**config.mk**
```make
export PLATFORM = sky130hd
export DESIGN_NAME = soc_pll_rstgen
export DESIGN_NICKNAME = d
export VERILOG_FILES = /design/src/rtl/soc_pll_rstgen.sv
export SDC_FILE = /design/constraint.sdc
export NUM_CORES = 1
export LEC_CHECK = 0
export CORE_UTILIZATION = 55
export CTS_CLUSTER_DIAMETER = 100
export DETAILED_ROUTE_END_ITERATION = 8
export PLACE_DENSITY_LB_ADDON = 0.08
export SLEW_MARGIN = 10
export SYNTH_ARGS = -nofsm -noshare
export SYNTH_HDL_FRONTEND = slang
export SYNTH_SLANG_ARGS = --single-unit
export TNS_END_PERCENT = 20
```
**constraint.sdc**
```tcl
create_clock -name i_clk_50m -period 4 [get_ports i_clk_50m]
set_clock_uncertainty 0.2 [all_clocks]
set_input_delay 0.4 -clock i_clk_50m [delete_from_list [all_inputs] [get_ports i_clk_50m]]
set_output_delay 0.4 -clock i_clk_50m [all_outputs]
set_load 0.02 [all_outputs]
```
**src/rtl/soc_pll_rstgen.sv**
```systemverilog
// rtl/soc_pll_rstgen.sv - PLL reset, lock qualification and ordered domain reset release
module soc_pll_rstgen #(
    parameter int PLL_RST_CYCLES = 32,
    parameter int LOCK_FILTER    = 1024,
    parameter int LOCK_TIMEOUT   = 50000,
    parameter int STAGE_GAP      = 16,
    parameter int MAX_RETRIES    = 8
) (
    input  logic       i_clk_50m,
    input  logic       i_rst,
    input  logic       i_pll_lock,
    input  logic       i_sw_reset,
    output logic       o_pll_rst,
    output logic       o_rtc_rst,
    output logic       o_bus_rst,
    output logic       o_ddr_rst,
    output logic       o_core_rst,
    output logic       o_ready,
    output logic       o_fail,
    output logic [3:0] o_retry_cnt
);
    // One shared counter serves the PLL reset pulse, the lock filter and the stage gap.
    localparam int CNT_MAX_A = (PLL_RST_CYCLES > LOCK_FILTER) ? PLL_RST_CYCLES : LOCK_FILTER;
    localparam int CNT_MAX   = (CNT_MAX_A > STAGE_GAP) ? CNT_MAX_A : STAGE_GAP;
    localparam int CNT_W     = $clog2(CNT_MAX + 1);
    localparam int TMR_W     = $clog2(LOCK_TIMEOUT + 1);

    localparam logic [CNT_W-1:0] RST_LAST  = CNT_W'(PLL_RST_CYCLES - 1);
    localparam logic [CNT_W-1:0] FILT_LAST = CNT_W'(LOCK_FILTER - 1);
    localparam logic [CNT_W-1:0] GAP_LAST  = CNT_W'(STAGE_GAP - 1);
    localparam logic [TMR_W-1:0] TMR_LAST  = TMR_W'(LOCK_TIMEOUT - 1);
    localparam logic [3:0]       RETRY_MAX = 4'(MAX_RETRIES);

    typedef enum logic [2:0] {
        ST_PLL_RST,
        ST_WAIT_LOCK,
        ST_FILTER,
        ST_RELEASE,
        ST_RUN,
        ST_FAIL
    } state_t;

    state_t           r_state;
    state_t           w_state_nxt;
    logic             r_sync1;
    logic             r_sync2;
    logic             w_lock_s;
    logic [CNT_W-1:0] r_cnt;
    logic [CNT_W-1:0] w_cnt_nxt;
    logic [TMR_W-1:0] r_timer;
    logic [TMR_W-1:0] w_timer_nxt;
    logic [TMR_W-1:0] w_timer_inc;
    logic             w_timeout;
    logic [1:0]       r_stage;
    logic [1:0]       w_stage_nxt;
    logic             r_pll_rst;
    logic             w_pll_rst_nxt;
    logic [3:0]       r_dom_rst;      // [0]=rtc [1]=bus [2]=ddr [3]=core
    logic [3:0]       w_dom_rst_nxt;
    logic             r_ready;
    logic             w_ready_nxt;
    logic             r_fail;
    logic             w_fail_nxt;
    logic [3:0]       r_retry;
    logic [3:0]       w_retry_nxt;
    logic [3:0]       w_retry_inc;
    logic             w_restart;
    logic             w_attempt_fail;

    // Two-flop synchroniser bringing the asynchronous PLL lock into the reference domain
    always_ff @(posedge i_clk_50m or posedge i_rst) begin
        if (i_rst) begin
            r_sync1 <= 1'b0;
            r_sync2 <= 1'b0;
        end else begin
            r_sync1 <= i_pll_lock;
            r_sync2 <= r_sync1;
        end
    end

    assign w_lock_s    = r_sync2;
    // The timer saturates so a lock that wins a timeout tie still times out if it later drops.
    assign w_timeout   = (r_timer >= TMR_LAST);
    assign w_timer_inc = w_timeout ? r_timer : (r_timer + TMR_W'(1));
    assign w_retry_inc = r_retry + 4'd1;

    // State register plus all sequencer counters and registered outputs
    always_ff @(posedge i_clk_50m or posedge i_rst) begin
        if (i_rst) begin
            r_state   <= ST_PLL_RST;
            r_cnt     <= '0;
            r_timer   <= '0;
            r_stage   <= '0;
            r_pll_rst <= 1'b1;
            r_dom_rst <= 4'hF;
            r_ready   <= 1'b0;
            r_fail    <= 1'b0;
            r_retry   <= '0;
        end else begin
            r_state   <= w_state_nxt;
            r_cnt     <= w_cnt_nxt;
            r_timer   <= w_timer_nxt;
            r_stage   <= w_stage_nxt;
            r_pll_rst <= w_pll_rst_nxt;
            r_dom_rst <= w_dom_rst_nxt;
            r_ready   <= w_ready_nxt;
            r_fail    <= w_fail_nxt;
            r_retry   <= w_retry_nxt;
        end
    end

    // Next-state and next-output logic; software reset outranks every other transition
    always_comb begin
        w_state_nxt    = r_state;
        w_cnt_nxt      = r_cnt;
        w_timer_nxt    = r_timer;
        w_stage_nxt    = r_stage;
        w_pll_rst_nxt  = r_pll_rst;
        w_dom_rst_nxt  = r_dom_rst;
        w_ready_nxt    = r_ready;
        w_fail_nxt     = r_fail;
        w_retry_nxt    = r_retry;
        w_restart      = 1'b0;
        w_attempt_fail = 1'b0;

        if (i_sw_reset) begin
            w_restart   = 1'b1;
            w_retry_nxt = '0;
            w_fail_nxt  = 1'b0;
        end else begin
            case (r_state)
                ST_PLL_RST: begin
                    if (r_cnt == RST_LAST) begin
                        w_state_nxt   = ST_WAIT_LOCK;
                        w_pll_rst_nxt = 1'b0;
                        w_cnt_nxt     = '0;
                    end else begin
                        w_cnt_nxt = r_cnt + CNT_W'(1);
                    end
                end
                ST_WAIT_LOCK: begin
                    w_timer_nxt = w_timer_inc;
                    if (w_lock_s) begin
                        w_state_nxt = ST_FILTER;
                        w_cnt_nxt   = '0;
                    end else if (w_timeout) begin
                        w_attempt_fail = 1'b1;
                    end
                end
                ST_FILTER: begin
                    w_timer_nxt = w_timer_inc;
                    if (w_lock_s) begin
                        if (r_cnt == FILT_LAST) begin
                            w_state_nxt      = ST_RELEASE;
                            w_dom_rst_nxt[0] = 1'b0;
                            w_cnt_nxt        = '0;
                            w_stage_nxt      = 2'd1;
                        end else begin
                            w_cnt_nxt = r_cnt + CNT_W'(1);
                        end
                    end else if (w_timeout) begin
                        w_attempt_fail = 1'b1;
                    end else begin
                        w_state_nxt = ST_WAIT_LOCK;
                    end
                end
                ST_RELEASE: begin
                    if (!w_lock_s) begin
                        w_restart = 1'b1;
                    end else if (r_cnt == GAP_LAST) begin
                        w_cnt_nxt                = '0;
                        w_dom_rst_nxt[r_stage]   = 1'b0;
                        if (r_stage == 2'd3) begin
                            w_state_nxt = ST_RUN;
                            w_ready_nxt = 1'b1;
                            w_retry_nxt = '0;
                        end else begin
                            w_stage_nxt = r_stage + 2'd1;
                        end
                    end else begin
                        w_cnt_nxt = r_cnt + CNT_W'(1);
                    end
                end
                ST_RUN: begin
                    if (!w_lock_s) begin
                        w_restart = 1'b1;
                    end
                end
                ST_FAIL: begin
                    w_pll_rst_nxt = 1'b1;
                end
                default: begin
                    w_restart = 1'b1;
                end
            endcase

            if (w_attempt_fail) begin
                w_retry_nxt = w_retry_inc;
                if (w_retry_inc == RETRY_MAX) begin
                    w_state_nxt   = ST_FAIL;
                    w_fail_nxt    = 1'b1;
                    w_pll_rst_nxt = 1'b1;
                    w_dom_rst_nxt = 4'hF;
                    w_ready_nxt   = 1'b0;
                end else begin
                    w_restart = 1'b1;
                end
            end
        end

        // Every path back to PLL_RST reasserts all domains together and restarts the timer.
        if (w_restart) begin
            w_state_nxt   = ST_PLL_RST;
            w_cnt_nxt     = '0;
            w_timer_nxt   = '0;
            w_stage_nxt   = '0;
            w_pll_rst_nxt = 1'b1;
            w_dom_rst_nxt = 4'hF;
            w_ready_nxt   = 1'b0;
        end
    end

    assign o_pll_rst   = r_pll_rst;
    assign o_rtc_rst   = r_dom_rst[0];
    assign o_bus_rst   = r_dom_rst[1];
    assign o_ddr_rst   = r_dom_rst[2];
    assign o_core_rst  = r_dom_rst[3];
    assign o_ready     = r_ready;
    assign o_fail      = r_fail;
    assign o_retry_cnt = r_retry;

endmodule

```
======== After elaboration in Yosys (flattened, before gate mapping) ========
Cells that the tools add are included.
storage, ports and cells
  output and inout port bits .............. 11
  memory bits (writable) .................. 0
  memories ................................ 0
  latch bits .............................. 0
  input bits .............................. 4
  flip-flop bits (word level) ............. 45
  bits in read-only memories .............. 0
  word-level logic and storage cells ...... 135
cells by class
  $mul .................................... 0
  add/subtract/negate cells ............... 4
  bitwise operators ....................... 2
  equality and inequality tests ........... 18
  divide/modulo/power cells ............... 0
  reductions and logical operators ........ 19
  order comparisons ....................... 3
  shift-type cells ........................ 0
  multiplexer cells ....................... 78
operators with widths
  kind                   count
  $mux 11                8
  $mux 16                4
  $mux 4                 12
  $pmux 11 s4            1
  $mux 3                 13
  $mux 1                 27
  $ne 3x3->1 const B     6
  $add 16x1->16 const B  1
  $ge 16x16->1 const B   1
  $reduce_bool 3->1      5
  $mux 2                 7
  $pmux 3 s4             1
  $add 11x1->11 const B  1
  $eq 11x10->1 const B   1
  $eq 11x4->1 const B    1
  $eq 11x5->1 const B    1
  $reduce_and 7->1       1
  $eq 3x2->1 const B     2
  $eq 3x3->1 const B     2
  $pmux 1 s2             3
  $reduce_bool 2->1      3
  $reduce_and 5->1       1
  $reduce_bool 5->1      1
  $add 4x1->4 const B    1
  18 further kinds       20

======== Longest topological paths before layout ========
Gate-level depths: netlist of run 1.
  depth in word-level cells ............... 13
  gate-level depth with buffers ........... 8
  gate-level depth less buffers ........... 6

======== Least setup slack after synthesis of run 1 ========
No wires, ideal clock.
  kind .................................... register -> register
  start ................................... reg r_cnt[0]
  end ..................................... reg r_cnt[7]
  buffers on the path ..................... 1
  clock period less this slack ............ 2.380 ns
  setup time .............................. 0.091 ns
  stages on the path, launching flop included .. 8
  arrival time ............................ 2.089 ns
  required time ........................... 3.709 ns
  path slack .............................. 1.620 ns
  cell sequence ........................... dfrtp_1 > ha_1 > and3_1 > and3_1 > clkbuf_1 > a311oi_1 > nand3_1 > o221ai_1
on the way
  cells in the longest elaborated chain, start to end .. 6
  elaborated cells on any way between the ends .. 12
  those cells by class .................... add/sub: 1; eq/ne: 3; mux: 8
ends and longest elaborated chain
  what                                         line           text
  start: declaration                           48             logic [CNT_W-1:0] r_cnt;
  start signal: assignment                     101            r_cnt <= w_cnt_nxt;
  $add 11x1->11, or another cell as far along  138, 159, 181
  $mux 11, on equally long branches            170, 153
  $mux 11, on equally long branches            168, 152
  $pmux 11 s4 *                                131            case (r_state)
  $mux 11 *                                    126            if (i_sw_reset) begin
  $mux 11 *                                    212            if (w_restart) begin
Mark *: on every way between the ends. The rest lies on a longest branch, timed or not. The select of a mux whose other input is x is not followed.
A chain may end at the register's enable or synchronous reset.

======== Final worst setup path of run 1 ========
  start ................................... reg r_timer[10]
  end ..................................... reg r_cnt[10]
on the way
  cells in the longest elaborated chain, start to end .. 9
  elaborated cells on any way between the ends .. 14
  those cells by class .................... order compare: 1; eq/ne: 4; mux: 7; reduce/logical: 2
ends and longest elaborated chain
  what                                                       line      text
  start: declaration                                         50        logic [TMR_W-1:0] r_timer;
  start signal: assignment                                   102       r_timer <= w_timer_nxt;
  $ge 16x16->1 *                                             83        assign w_timeout = (r_timer >= TMR_LAST);
  $mux 1 *                                                   146, 161
  $mux 1 *                                                   143       if (w_lock_s) begin
  $mux 1 *                                                   -
  $mux 1 *                                                   126
  $mux 1 *                                                   197       if (w_attempt_fail) begin
  $mux 1 *                                                   126
  $ne 3x3->1 (no source line), or another cell as far along  -
  $reduce_and 5->1 (no source line)                          -
Marked as above.

==> results of run 1 <==
==> report_power, final <==
group | total [W] | switching (W) | internal, W
sequential | 0.000464 | 0.00000603 | 0.000458
combinational | 0.0000289 | 0.0000205 | 0.00000836
clock | 0.000297 | 0.000156 | 0.000141
total | 0.000790 | 0.000183 | 0.000607
==> final cells by class <==
class / instances / area, um2 / share of cell area
Clock inverter: 1 / 7.51 / 0.00259
Inverter: 20 / 75.1 / 0.0259
Clock buffer: 7 / 86.3 / 0.0297
Tap cell: 52 / 65.1 / 0.0224
Timing Repair Buffer: 15 / 148 / 0.0509
Multi-Input combinational cell: 223 / 1390 / 0.478
Sequential cell: 45 / 1130 / 0.390
==> logic make-up (layout without fill, tap and decap cells) <==
group / count (synthesis) / count (layout) / synth area share
adders and majority gates: 7 / 7 / 0.0332
buffers and inverters: 31 / 43 / 0.0446
xor gates and xnor gates: 7 / 7 / 0.0232
DFF: 45 / 45 / 0.429
muxes: 2 / 2 / 0.00759
AOI/OAI and AO/OA: 81 / 81 / 0.199
and+or+nand+nor: 126 / 126 / 0.263
==> cells in the mapped netlist, drive strengths merged (2+ instances only) <==
cell,number
a211o,2
a211oi,2
a21o,4
a21oi,24
a311oi,3
a31oi,6
and2,4
and3,5
and4,3
clkbuf,10
dfrtp,40
dfstp,5
ha,7
inv,20
mux2i,2
nand2,23
nand2b,4
nand3,23
nand3b,3
nand4,9
nor2,20
nor2b,3
nor3,5
nor4,4
o2111ai,3
o211ai,6
o21ai,19
o22ai,3
or3,12
or4,4
xnor2,3
xor2,4
==> path summary, 6_finish.rpt <==
check / startpoint / to / slack (ps) / cells after the start
hold / removal: r_sync1 / r_sync2 / 160 / 0
min in group asynchronous: i_rst / o_ready / 430 / 2
hold reg to reg: r_sync1 / r_sync2 / 160 / 0
setup reg to reg: r_timer[10] / r_cnt[10] / 1390 / 5
setup / recovery: r_timer[10] / r_cnt[10] / 1390 / 5
max in group asynchronous: i_rst / r_cnt[6] / 2590 / 2
==> layer usage <==
layer,vias up,track usage,wire (um)
met5,-,0,0
met1,1047,0.326,2630
li1,1135,-,-
met3,10,0.0450,175
met4,0,0.0778,96
met2,43,0.414,2750
==> through the flow <==
| stage | power [W] | utilization | area (um2) |
|---|---|---|---|
| detailed placement | 0.000503 | 0.628 | 2810 |
| floorplan | 0.000492 | - | 2640 |
| CTS | 0.000797 | 0.649 | 2900 |
| global placement | 0.000502 | 0.628 | 2810 |
| global route | 0.000821 | 0.649 | 2900 |
| finish | 0.000790 | 0.649 | 2900 |
==> worst register-to-register path, stage by stage, from the launching register on <==
cell and delay (ps):
dfrtp_1 430, or4_4 580, nor2b_1 190, o211ai_1 230, nand2_1 500, a311oi_1 390
==> state kept, by name, indices dropped and copies added, names as in the netlist, 2 cells and up <==
name,cells
r_cnt,11
r_state,3
r_dom_rst,4
r_stage,2
r_timer,16
o_retry_cnt,4
==> results.cfg, run 1 <==
[job]
maxCapViolations = 0

[setup_path]
crit_type = reg2reg
max_stage_delay_ps = 580
cp_data_required_time_ps = 4000
arrival_ps = 2610
critical_path.top_delay_family = simple AND/OR/NAND/NOR gates
crit_chain = or4_4, nor2b_1, o211ai_1, nand2_1, a311oi_1
startpoint_type = flip-flop
path_max_fanout = 22
crit_path_top_delay_cell = or4_4
critPathBufInv = 0
worstSetupEndpointType = flip-flop

[worst_hold_path]
min-delay-path-class = reg2reg

[cts]
cts.path.max_buffers = 2
postCtsSetupBuffers = 0
hold_buffers = 0
cts_tree = built
insertion_delay_ps = 300
cts_resized = 0
clk_pin_slew_ps = 90
cts_buffers = 5
clkSinkCount = 45
root_buffer = clkbuf_8
h-tree-depth = 2

[run_status]
violations = design-rule violations
outcome = finished, violations left

[synthesis]
synthTopCellsByArea = dfrtp_1, dfstp_2, a21oi_1, nand3_1, o21ai_0
synthFlopType = dfrtp_1
synth_seq_area_share = 0.429
syn_nets = 310
synthCells = 299
ys_types = 52
synthArstFlopShare = 1.00
yosys_warnings = 0
ys_seq_elements = 45
synth_area_um2 = 2640
synth_top_area_cell = dfrtp_1
synth_edf_count = 0
synth_top_area_frac = 0.379
postSynthAreaPerCell_um2 = 8.83

[floorplan]
num_io_pins = 15
core_area_um2 = 4470
start_util = 0.590
fp.dieH_um = 71.3
die-area_um2 = 5080
core.rowCount = 24
fp.dieW_um = 71.3

[timing]
fin_crit_sh = 0.651
fmax_ghz = 0.384
layout_setup_ws_ps = 1390
rsz0062_at_grt = no
slew_violations = 0
timing.slew.headroom = 0.380
tightest_slew_ps = 929
hold_ws_ps = 156
period_needed_ps = 2610
setup_violations = 0
fin_tns_setup_ps = 0
finalHoldViolCount = 0

[grt]
grt_max_degree = 46
antenna_found_initial = 0
grt_first_pass_wirelength_mm = 9.90
grt.total_usage = 0.247
globalRouteOverflowTotal = 0
grt_pass1_vias = 2155

[placed_design]
dp_cells = 355
place_congestion = 0.818
dpl_worst_slack_ps = 1370
dpl.hpwl_mm = 4.02
portBuffers = 14

[detailed_routing]
routed-via-count = 2235
drtIter0Drc = 220
antenna_left = 0
viasPerCell = 6.16
post_drt_wl_per_cell_um = 15.6
drc = 1
routed_wl_mm = 5.65
dr.pass1.iters = 6

[layout]
nFillCells = 387
final_nets = 321
mostFrequentLayoutCells = dfrtp_1, a21oi_1, nand2_1, nand3_1, nor2_1
drive_gt1_frac = 0.0675
final_common_cell = dfrtp_1
area_delta_synth_final_pct = 10.0
final_cells = 363
diodes = 0

[power_and_ir_drop]
leakagePower_nw = 1.11
ir_worst_vdd_mv = 0.174
power_density_nw_per_um2 = 272
Note: power is estimated with default switching activity, not from simulation.
==> inputs of run 2 (changes only) <==
--- a/config.mk
+++ b/config.mk
@@ -5,7 +5,7 @@
 export SDC_FILE = /design/constraint.sdc
 export NUM_CORES = 1
 export LEC_CHECK = 0
-export CORE_UTILIZATION = 55
+export CORE_UTILIZATION = 54
 export CTS_CLUSTER_DIAMETER = 100
 export DETAILED_ROUTE_END_ITERATION = 8
 export PLACE_DENSITY_LB_ADDON = 0.08
==> constraint.sdc (replaced) <==
create_clock -name i_clk_50m -period 2.2 [get_ports i_clk_50m]
set_clock_uncertainty 0.2 [all_clocks]
set_input_delay 0.22 -clock i_clk_50m [delete_from_list [all_inputs] [get_ports i_clk_50m]]
set_output_delay 0.22 -clock i_clk_50m [all_outputs]
set_load 0.02 [all_outputs]
==> run 2 against run 1 <==
  * The flow finishes with violations (negative setup slack)
  * Critical path depth is 1 higher
  * Core utilization is 6.2 points higher
  * Die area is 1.8% higher
  * Combinational power grew to 2.8 times the previous value
  * Fmax is 11% higher
  * Wire length is 10% higher
  * Final cell count is 15% higher
  * First-iteration DRC count is 35% lower
  * Register-to-register slack worse by 1500 ps
  * Sequential share of layout area is 5.3 points lower
  * Critical path type unchanged
  * Critical endpoint is now r_timer[9]
  * Highest routed layer unchanged
==> results.cfg, run 2 (synthesis results as in run 1) <==
[timing]
fin_crit_sh = 1.07
slew_violations = 0
setup_violations = 13
tightest_slew_ps = 433
period_needed_ps = 2340
rsz0062_at_grt = yes
finalHoldViolCount = 0
timing.slew.headroom = 0.709
fin_tns_setup_ps = -1020
fmax_ghz = 0.426
layout_setup_ws_ps = -145

[placed_design]
dpl.hpwl_mm = 4.44
place_area_um2 = 3110
portBuffers = 14
place_congestion = 0.874

[layout]
nFillCells = 380
mostFrequentLayoutCells = dfrtp_1, buf_4, nand2_1, a21oi_1, nand3_1
drive_gt1_frac = 0.199
diodes = 0
regMostFlops = r_timer
area_delta_synth_final_pct = 27.2
reg_top3 = r_timer x16, r_cnt x11
final_common_cell = dfrtp_1
fin_area_um2 = 3360
largest_reg_flops = 16
final_nets = 361
multiInputGateArea_um2 = 1470
regArea_um2 = 1130

[setup_path]
startpoint_type = flip-flop
arrival_ps = 2370
crit_type = reg2reg
cp_data_required_time_ps = 2220
path_max_fanout = 11
worstSetupEndpointType = flip-flop

[power_and_ir_drop]
leakagePower_nw = 1.34
power_density_nw_per_um2 = 495
ir_worst_vdd_mv = 0.390

[cts]
cts.path.max_buffers = 2
insertion_delay_ps = 300
root_buffer = clkbuf_8
cts_tree = built
h-tree-depth = 2
cts_buffers = 5
clk_pin_slew_ps = 90
clkSinkCount = 45

[run_status]
violations = negative setup slack
outcome = finished, violations left

[detailed_routing]
antenna_left = 0
dr.pass1.iters = 4
routed-via-count = 2443
drc = 0
drtIter0Drc = 142
viasPerCell = 5.84
routed_wl_mm = 6.23
post_drt_wl_per_cell_um = 14.9

[job]
maxCapViolations = 0

[grt]
grt.total_usage = 0.247
grt_first_pass_wirelength_mm = 9.98
antenna_found_initial = 0
grt_util_met3 = 0.0431
globalRouteOverflowTotal = 0
grtUsageMet1 = 0.311
grt_max_degree = 31
grt-busiest-layer = met2
gr-usage-met2 = 0.440
grt_pass1_vias = 2212

[floorplan]
fp.dieW_um = 71.9
start_util = 0.559
num_io_pins = 15
core.rowCount = 25
fp.dieH_um = 71.9
core_area_um2 = 4720
die-area_um2 = 5170

[worst_hold_path]
min-delay-path-class = reg2reg
run 2: cell types whose count changed in the layout (fill, tap and decap cells not counted), sizes merged:
cell / change
nand4: +1
bufinv: +2
clkinv: +1
buf: +38
dlygate4sd3: +1
clkbuf: -2
clkinvlp: -1
run 2: worst max-delay path: stages (launching register included):
cell and delay (ps):
dfrtp_1 390, or4_4 550, a311oi_4 310, buf_6 160, nand3_4 120, or3_1 380, a21oi_1 150
run 2: path summary, 6_finish.rpt:
| path | cells past startpoint | slack (ps) | from | endpoint |
|---|---|---|---|---|
| worst max-delay path | 6 | -140 | r_timer[12] | r_timer[9] |
| worst min-delay path | 0 | 160 | r_sync1 | r_sync2 |
| worst max register to register | 6 | -140 | r_timer[12] | r_timer[9] |
| worst min register to register | 0 | 160 | r_sync1 | r_sync2 |
| max in group asynchronous | 4 | 750 | i_rst | r_timer[7] |
| min in group asynchronous | 3 | 570 | i_rst | r_sync1 |
run 2: timing repair:
| item | CTS | global route |
|---|---|---|
| gates resized for setup | 3 | 10 |
| hold endpoints to repair | 6 | 0 |
| pin swaps | 3 | 5 |
| hold buffers | 1 | 0 |
| gates cloned | 0 | 1 |
| buffers inserted | 0 | 3 |
| endpoints found under the setup margin | 12 | 24 |
run 2: final cells by class:
class | instances | area share
multi-input cells | 224 | 0.438
flip-flops and latches | 45 | 0.337
repair buffers | 54 | 0.137
well taps | 67 | 0.0250
inverters | 20 | 0.0224
clock buffers | 5 | 0.0205
clock inverters | 3 | 0.0194
run 2: routing by layer:
metal | vias up | part of all wire | wire length (um)
met5 | - | 0 | 0
met4 | 0 | 0.015 | 91
met3 | 11 | 0.025 | 153
met2 | 45 | 0.52 | 3260
met1 | 1177 | 0.44 | 2730
li1 | 1210 | - | -
run 2: where the power goes:
part	switching [W]	internal (W)
clock network	0.000290	0.000451
registers	0.00000486	0.000833
logic	0.0000497	0.0000321
total	0.000345	0.00132
run 2: stage by stage:
step	hold slack (ps)	cells	setup slack, ps	util	total power, W
final	163	418	-145	0.710	0.00166
after global routing	172	418	-231	0.710	0.00171
after CTS	154	414	-144	0.693	0.00168
after detailed placement	143	405	-143	0.658	0.000934
after global placement	133	405	-84.1	0.658	0.000932
after floorplan	51.4	299	-96.6	-	0.000894
==> inputs of run 3 (changes only) <==
--- a/config.mk
+++ b/config.mk
@@ -5,7 +5,7 @@
 export SDC_FILE = /design/constraint.sdc
 export NUM_CORES = 1
 export LEC_CHECK = 0
-export CORE_UTILIZATION = 54
+export CORE_UTILIZATION = 55
 export CTS_CLUSTER_DIAMETER = 100
 export DETAILED_ROUTE_END_ITERATION = 8
 export PLACE_DENSITY_LB_ADDON = 0.08
==> constraint.sdc (replaced) <==
create_clock -name i_clk_50m -period 2.97 [get_ports i_clk_50m]
set_clock_uncertainty 0.2 [all_clocks]
set_input_delay 0.297 -clock i_clk_50m [delete_from_list [all_inputs] [get_ports i_clk_50m]]
set_output_delay 0.297 -clock i_clk_50m [all_outputs]
set_load 0.02 [all_outputs]
==> run 3 against run 2 <==
  * Core utilization is 4.5 points lower
  * Combinational power is 50% lower
  * Wire length is 9.3% lower
  * Final cell count is 12% lower
  * Via count is 8.3% lower
  * Sequential share of layout area is 4.3 points higher
  * The run ends with design-rule violations left
  * Global-route usage is 0.81 points higher
  * Clock-buffer cell count stayed put
  * Largest power group unchanged
==> results.cfg, run 3 (synthesis results as in run 1) <==
[layout]
final_cells = 367
fin_area_um2 = 2980
nFillCells = 378
area_delta_synth_final_pct = 12.8
diodes = 0
final_nets = 325
regMostFlops = r_timer
reg_top3 = r_timer x16, r_cnt x11
largest_reg_flops = 16
drive_gt1_frac = 0.0825
final_common_cell = dfrtp_1
mostFrequentLayoutCells = dfrtp_1, a21oi_1, nand2_1, nand3_1, nor2_1
multiInputGateArea_um2 = 1390
regArea_um2 = 1130

[floorplan]
start_util = 0.590
fp.dieW_um = 71.3
fp.dieH_um = 71.3
die-area_um2 = 5080
core.rowCount = 24
core_area_um2 = 4470
num_io_pins = 15

[timing]
fin_crit_sh = 0.867
fin_tns_setup_ps = 0
hold_ws_ps = 154
rsz0062_at_grt = no
period_needed_ps = 2580
tightest_slew_ps = 915
timing.slew.headroom = 0.389
layout_setup_ws_ps = 394
setup_violations = 0
finalHoldViolCount = 0
slew_violations = 0
fmax_ghz = 0.388

[power_and_ir_drop]
power_density_nw_per_um2 = 413
pwr-share-seq = 0.509
ir_worst_vdd_mv = 0.273
p_clk_frac = 0.458
internal_power_w = 0.000969
switching_power_w = 0.000261
comb_power_share = 0.034
leakagePower_nw = 1.15
switching_share = 0.212

[worst_hold_path]
min-delay-path-class = reg2reg

[placed_design]
dpl.hpwl_mm = 4.05
place_congestion = 0.844
portBuffers = 14
dpl_worst_slack_ps = 437
place_area_um2 = 2840
dp_cells = 359

[detailed_routing]
routed_wl_mm = 5.65
wl_met2_mm = 2.85
drtIter0Drc = 280
post_drt_wl_per_cell_um = 15.4
drc = 1
maxUsedRoutingLayer = met4
antenna_left = 0
viasPerCell = 6.10
wl_met1_mm = 2.51
dr.pass1.iters = 6
wl_met3_um = 200
routed-via-count = 2240

[job]
maxCapViolations = 0

[run_status]
violations = design-rule violations
outcome = finished, violations left

[setup_path]
path_max_fanout = 10
crit_path_top_delay_cell = or4_4
crit_type = reg2reg
arrival_ps = 2610
startpoint_type = flip-flop
cp_data_required_time_ps = 3000
worstSetupEndpointType = flip-flop
max_stage_delay_ps = 570
critPathBufInv = 0
crit_chain = or4_4, a311oi_4, nand4_2, or4_1, a21oi_1
r2r_slack_ps = 390
critical_path.top_delay_family = simple AND/OR/NAND/NOR gates

[cts]
postCtsSetupBuffers = 0
clk_pin_slew_ps = 90
root_buffer = clkbuf_8
cts.path.max_buffers = 2
cts_buffers = 5
clkSinkCount = 45
h-tree-depth = 2
hold_buffers = 0
insertion_delay_ps = 310
cts_tree = built
cts_resized = 0

[grt]
globalRouteOverflowTotal = 0
antenna_found_initial = 0
grt.total_usage = 0.255
grt_pass1_vias = 2145
grt_max_degree = 46
grt_first_pass_wirelength_mm = 10.2
==> run 3: changes by cell type in the layout (fill, tap and decap cells not counted), sizes merged <==
cell / delta
nand4: -1
dlygate4sd3: -1
buf: -34
clkinv: -1
inv: +1
==> run 3: worst reg2reg max path: stages, from the launching register on <==
cell      delay [ps]
dfrtp_1          430
or4_4            570
a311oi_4         440
nand4_2          270
or4_1            460
a21oi_1          150
==> run 3: power groups by stage <==
stage	combinational [W]	sequential, W	clock, W
floorplan	0.0000290	0.000634	0
global placement	0.0000421	0.000637	0
detailed placement	0.0000424	0.000637	0
CTS	0.0000425	0.000625	0.000574
global route	0.0000478	0.000626	0.000601
finish	0.0000413	0.000625	0.000563
==> run 3: area by class of cell <==
class	instances	area share
Clock buffer	5	0.0231
Inverter	20	0.0252
Clock inverter	3	0.0231
Tap cell	52	0.0219
Sequential cell	45	0.380
Multi-Input combinational cell	223	0.467
Timing Repair Buffer	19	0.0597
==> run 3: routing by layer <==
layer  track usage  up-vias
met5             0        -
met4        0.0889        0
met3        0.0464        8
met2         0.429       45
met1         0.334     1055
li1              -     1132
==> run 3: path summary, 6_finish.rpt <==
path / start / to / cells past startpoint
worst max-delay path: r_timer[10] / r_timer[10] / 5
worst min-delay path: r_sync1 / r_sync2 / 0
worst max register to register: r_timer[10] / r_timer[10] / 5
worst min register to register: r_sync1 / r_sync2 / 0
max in group asynchronous: i_rst / r_timer[2] / 2
min in group asynchronous: i_rst / r_timer[7] / 2
==> run 3: per-stage QoR <==
| step | power [W] | util |
|---|---|---|
| 4_1_cts | 0.00124 | 0.665 |
| 6_report | 0.00123 | 0.665 |
| 3_5_place_dp | 0.000679 | 0.635 |
| 5_1_grt | 0.00128 | 0.665 |
| 2_1_floorplan | 0.000663 | - |
| 3_3_place_gp | 0.000679 | 0.635 |
